**src/rtl/dmem_responder.sv**
```systemverilog
// rtl/dmem_responder.sv - valid/ready data-memory responder with programmable wait states
// Optional per-byte store enables are built when DMEM_BYTE_WRITE_EN is defined.
module dmem_responder #(
  parameter int DEPTH_WORDS = 64,
  parameter int LATENCY     = 2
) (
  input  logic        clk,
  input  logic        reset,
  input  logic        req_valid,
  output logic        req_ready,
  input  logic        req_write,
  input  logic [31:0] req_addr,
  input  logic [31:0] req_write_data,
`ifdef DMEM_BYTE_WRITE_EN
  input  logic [3:0]  req_byte_en,
`endif
  output logic        resp_valid,
  input  logic        resp_ready,
  output logic [31:0] resp_read_data,
  output logic        resp_error
);

  localparam int         AW        = $clog2(DEPTH_WORDS);
  localparam logic [3:0] WAIT_INIT = 4'(LATENCY - 1);

  typedef enum logic [1:0] {
    S_IDLE,
    S_WAIT,
    S_RESP
  } state_t;

  state_t         state;
  state_t         state_nxt;
  logic [3:0]     wait_cnt;
  logic           hold_write;
  logic [31:0]    hold_addr;
  logic [31:0]    hold_wdata;
  logic [3:0]     hold_be;
  logic [3:0]     wr_mask;
  logic           accept;
  logic           commit;
  logic           addr_err;
  logic [AW-1:0]  word_idx;

  logic [31:0] mem [DEPTH_WORDS];

  assign accept   = (state == S_IDLE) && req_valid;
  assign commit   = (state == S_WAIT) && (wait_cnt == 4'd0);
  assign word_idx = hold_addr[AW+1:2];
  // Anything above the array's word index, or a non-word offset, is an error.
  assign addr_err = (hold_addr[1:0] != 2'b00) || ((hold_addr >> (AW + 2)) != 32'd0);

`ifdef DMEM_BYTE_WRITE_EN
  assign wr_mask = hold_be;
`else
  assign wr_mask = 4'hF;
`endif

  always_ff @(posedge clk or negedge reset) begin
    if (!reset) begin
      state <= S_IDLE;
    end else begin
      state <= state_nxt;
    end
  end

  always_comb begin
    state_nxt = state;
    case (state)
      S_IDLE: if (req_valid)             state_nxt = S_WAIT;
      S_WAIT: if (wait_cnt == 4'd0)      state_nxt = S_RESP;
      S_RESP: if (resp_ready)            state_nxt = S_IDLE;
      default:                           state_nxt = S_IDLE;
    endcase
  end

  always_comb begin
    req_ready  = (state == S_IDLE);
    resp_valid = (state == S_RESP);
  end

  always_ff @(posedge clk or negedge reset) begin
    if (!reset) begin
      wait_cnt   <= 4'd0;
      hold_write <= 1'b0;
      hold_addr  <= 32'd0;
      hold_wdata <= 32'd0;
      hold_be    <= 4'd0;
    end else if (accept) begin
      wait_cnt   <= WAIT_INIT;
      hold_write <= req_write;
      hold_addr  <= req_addr;
      hold_wdata <= req_write_data;
`ifdef DMEM_BYTE_WRITE_EN
      hold_be    <= req_byte_en;
`else
      hold_be    <= 4'hF;
`endif
    end else if ((state == S_WAIT) && (wait_cnt != 4'd0)) begin
      wait_cnt <= wait_cnt - 4'd1;
    end
  end

  // Response fields change only at the commit edge, so they stay stable in RESP.
  always_ff @(posedge clk or negedge reset) begin
    if (!reset) begin
      resp_read_data <= 32'd0;
      resp_error     <= 1'b0;
    end else if (commit) begin
      resp_error     <= addr_err;
      resp_read_data <= (!hold_write && !addr_err) ? mem[word_idx] : 32'd0;
    end
  end

  // Array is not reset; reset forces the FSM out of WAIT so pending stores never commit.
  always_ff @(posedge clk) begin
    if (commit && hold_write && !addr_err) begin
      for (int i = 0; i < 4; i++) begin
        if (wr_mask[i]) begin
          mem[word_idx][8*i +: 8] <= hold_wdata[8*i +: 8];
        end
      end
    end
  end

endmodule

```
**config.mk**
```make
export PLATFORM = sky130hd
export DESIGN_NAME = dmem_responder
export DESIGN_NICKNAME = d
export VERILOG_FILES = /design/src/rtl/dmem_responder.sv
export SDC_FILE = /design/constraint.sdc
export NUM_CORES = 2
export LEC_CHECK = 0
export CORE_MARGIN = 1.5
export CORE_UTILIZATION = 29
export DETAILED_ROUTE_END_ITERATION = 8
export PLACE_DENSITY = 0.49
export SYNTH_ARGS = -nofsm -noshare
export SYNTH_HDL_FRONTEND = slang
export SYNTH_SLANG_ARGS = --single-unit
```
**constraint.sdc**
```tcl
create_clock -name clk -period 3.3 [get_ports clk]
set_input_delay 0.66 -clock clk [delete_from_list [all_inputs] [get_ports clk]]
set_output_delay 0.66 -clock clk [all_outputs]
set_load 0.01 [all_outputs]
```
==> Flow_metrics.wiki <==
{| class="wikitable"
! Metric !! Value
|-
| Max Clock Skew || between 30 and 40 ps
|-
| Total length of routed met2 wires || 136300 microns
|-
| Mapped Cells || 4562
|-
| Total via count after detailed routing || 48636
|-
| Power density relative to cell area || between 800 and 900 nW/um^2
|-
| Maximum number of pins on one net before global-route repair || a little over 70
|-
| Fraction of layout cells with a size suffix above 1 || between 20% and 30%
|-
| Number of buffers created by CTS || roughly 220
|-
| Die ar. || 288100 sq um
|-
| Post-Syn Area || 82630 sq um
|-
| Rows || 195
|-
| Overall die height || 536.8 microns
|-
| Die Width || 536.8 microns
|-
| R2r worst-path depth || 6
|-
| Net count after synthesis || 4632
|-
| Iter 0 DRT Violations || 6591
|-
| Clock Root Buffer || sky130_fd_sc_hd__clkbuf_16
|-
| Remaining DRCs || 0
|-
| Post-synthesis area per instance || 18.11 sq um
|-
| Critical Path AT || 4070 ps
|-
| Share of the yosys chip area belonging to registers || 77.58%
|-
| Uppermost metal layer occupied by signal nets || met5
|-
| Critical path capture point type || flop
|-
| Fin. max-slew vios || 0
|-
| Number of top-level design ports || around 100
|-
| Yosys warnings || 0
|-
| Number of synthesized register bits || between 2000 and 2500
|-
| Antenna violations before repair || 25
|-
| Post-synth top flop || sky130_fd_sc_hd__edfxtp_1
|-
| Final worst-path cycle share || 100.2%
|-
| Maximum capacitance violations || 0
|-
| Final wirelength || 293800 microns
|-
| Starting utilization of the core area || 29.22%
|-
| Final weighted congestion of routability-driven global placement || around 0.84
|-
| Outcome || finished with violations
|-
| Min-Delay Path Class || in -> reg
|-
| Delay of the slowest critical-path stage || 750 ps
|-
| Unrepaired setup endpoints after global routing || no
|-
| # H-tree levels || 4
|-
| Filler Cells Inserted || 26513
|-
| GRT overflow || 0
|-
| TNS Setup || -6.872 ps
|-
| Final hold viol count || 0
|-
| Highest clock frequency the design can meet || 302.4 MHz
|-
| Post-DP HPWL || 186100 microns
|-
| Crit Path Class || reg -> reg
|-
| Maximum fanout count along the critical path || 19
|-
| Per-cell routed wire length || 32.65 microns
|-
| Length of the first detailed-routing pass in iterations || 6
|-
| Utilization after layout || 35.18%
|-
| Count of buffers inserted at the top-level ports || ~100
|-
| Worst setup SP type || flop
|-
| Area inside the core boundary || 282800 sq um
|-
| Static leakage || 32.03 nW
|-
| Post-synthesis to final-layout area growth || 20.41%
|-
| Sum of internal, switching and leakage power || around 88 mW
|-
| Count of unique library cells instantiated by Yosys || between 70 and 80
|-
| Tot GR Track Use || 20.07%
|-
| Wire length of the first global-routing pass || 401800 microns
|-
| Worst slew pin tran || between 1000 and 1500 ps
|-
| Clock slew seen by the registers of the worst setup and hold paths || 70 ps
|-
| Number of cells on the worst hold path || 3
|-
| # clock sinks || 2152
|-
| Slowest stage cell, crit path || sky130_fd_sc_hd__a21oi_1
|-
| Vias in the first global route || roughly 47000
|-
| Worst voltage drop across the vdd grid || 0.5185 mV
|-
| Final nets || between 5000 and 6000
|-
| Detail-routed via count per cell || between 5 and 6
|-
| Critical Path, Cell by Cell || nor2b_1 > nand2_2 > buf_12 > a21oi_1 > a311oi_2 > a22o_1
|-
| Routed length on met3 || 24200 microns
|-
| Final setup violation count || 1
|-
| Required time worst endpoint || 4070 ps
|-
| Clock network latency to the later pin of the worst-skew pair || 890 ps
|-
| M1 wire length || roughly 120000 microns
|-
| Relative slew slack || 16.74%
|-
| Synth async-reset ratio || 4.833%
|-
| Slack of the critical path || -6.872 ps
|-
| Crit path time final || ~3300 ps
|-
| Clock tree from TritonCTS || yes
|-
| Violated checks || negative setup slack
|-
| Maximum clock insertion buffer count || 3
|-
| Post-route antenna net violation count || 0
|-
| EDFF count, synth || 2048
|}
-- worst paths after layout --
check,from,endpoint,slack [ps]
setup / recovery,hold_addr[6],resp_read_data[9],-7
hold / removal,req_write_data[11],hold_wdata[11],310
setup reg to reg,hold_addr[6],resp_read_data[9],-7
hold reg to reg,hold_addr[16],hold_addr[16],480
max in group asynchronous,reset,hold_addr[2],2010
min in group asynchronous,reset,hold_addr[12],430
-- state kept, by name (all words and copies together), names as in the netlist --
name            count
hold_write          1
hold_addr          32
state               2
hold_wdata         32
resp_error          1
mem              2048
wait_cnt            4
resp_read_data     32
-- repair_timing --
| item | CTS | global route |
|---|---|---|
| hold endpoints to repair | 69 | 0 |
| buffers inserted | 2 | 0 |
| gates resized for setup | 1 | 6 |
| pin swaps | 1 | 0 |
| endpoints found under the setup margin | 2 | 5 |
| hold buffers | 1 | 0 |
-- metal layers --
metal	vias to the layer above	GRT usage, %
li1	19650	-
met1	26026	28.57
met2	2534	31.63
met3	422	3.177
met4	4	5.721
met5	-	0
-- area by class of cell --
cell class                 count  area [sq um]  area share (%)
multi-input combinational   2096         17380           17.47
inverter                       9         40.04         0.04024
antenna                        4         10.01         0.01006
clock inverter               107         792.0          0.7960
timing repair buffer         588          6500           6.533
tap                         3743          4683           4.707
clock buffer                 299          5934           5.965
sequential                  2152         64150           64.48
-- cell usage in the layout, fill, tap and decap left out, types with 18 or more instances in the layout --
| cell type | netlist | layout |
|---|---|---|
| sky130_fd_sc_hd__nand3_1 | 19 | 18 |
| sky130_fd_sc_hd__dfrtp_2 | 0 | 32 |
| sky130_fd_sc_hd__nor3_1 | 31 | 29 |
| sky130_fd_sc_hd__a32o_1 | 21 | 21 |
| sky130_fd_sc_hd__edfxtp_1 | 2048 | 2048 |
| sky130_fd_sc_hd__a211oi_1 | 34 | 33 |
| sky130_fd_sc_hd__buf_12 | 1 | 146 |
| sky130_fd_sc_hd__clkinv_2 | 0 | 43 |
| sky130_fd_sc_hd__nor2b_1 | 22 | 19 |
| sky130_fd_sc_hd__clkdlybuf4s50_1 | 0 | 102 |
| sky130_fd_sc_hd__a22oi_1 | 92 | 92 |
| sky130_fd_sc_hd__buf_4 | 59 | 337 |
| sky130_fd_sc_hd__mux2_2 | 134 | 134 |
| sky130_fd_sc_hd__nor2_4 | 0 | 65 |
| sky130_fd_sc_hd__o21ai_0 | 137 | 136 |
| sky130_fd_sc_hd__mux2i_1 | 265 | 264 |
| sky130_fd_sc_hd__a21oi_1 | 132 | 132 |
| sky130_fd_sc_hd__nor2_1 | 141 | 76 |
| sky130_fd_sc_hd__nand2_1 | 324 | 318 |
| sky130_fd_sc_hd__clkinv_1 | 1 | 41 |
| sky130_fd_sc_hd__clkbuf_1 | 105 | 68 |
| sky130_fd_sc_hd__a221oi_1 | 18 | 18 |
| sky130_fd_sc_hd__dfrtp_1 | 104 | 69 |
| sky130_fd_sc_hd__o22ai_1 | 231 | 231 |
| sky130_fd_sc_hd__mux4_2 | 156 | 156 |
| sky130_fd_sc_hd__o221ai_1 | 137 | 137 |
| sky130_fd_sc_hd__clkbuf_16 | 0 | 222 |
-- synthesized netlist by cell type, drive strengths merged (31+ instances only) --
library cell	n	area share, %
a211oi	34	0.31
a21oi	132	0.80
a22oi	92	0.84
buf	200	1.6
clkbuf	105	0.48
dfrtp	104	3.1
edfxtp	2048	74
mux2	134	1.8
mux2i	265	3.2
mux4	156	4.3
nand2	325	1.5
nor2	141	0.64
nor3	31	0.19
o21ai	137	0.83
o221ai	137	1.5
o22ai	231	1.7
-- report_power, final --
group	switching, mW	internal, mW	total (mW)
sequential	2.40	33.9	36.3
combinational	18.6	9.50	28.1
clock	10.7	13.1	23.8
-- through the flow --
step	area [sq um]	std cells	setup WS (ps)	hold slack, ps
detailed placement	92700	8585	-285.0	466.9
finish	99490	8998	-6.872	312.1
floorplan	82630	4562	-301.1	364.4
CTS	99460	8994	12.68	254.1
global route	99480	8994	9.738	294.5
global placement	92690	8584	-880.6	464.5
-- cell families (layout without fill, tap and decap cells) --
group	after synthesis	after routing	share of synthesized area, %
flops	2152	2152	77.58
compound gates	931	931	7.803
simple gates	607	607	3.165
mux	555	555	9.288
buf+inv	314	1003	2.132
xor+xnor	2	2	0.02120
fa+ha+maj	1	1	0.01514
other cells	0	4	0
-- worst max-delay path: cells and delay by family (launching register included) --
kind | cells | cell delay [ps]
AOI/OAI and AO/OA | 3 | 1270
and+or+nand+nor | 2 | 870
DFF | 1 | 680
buffers and inverters | 1 | 320
(Power assumes the default switching activity.)
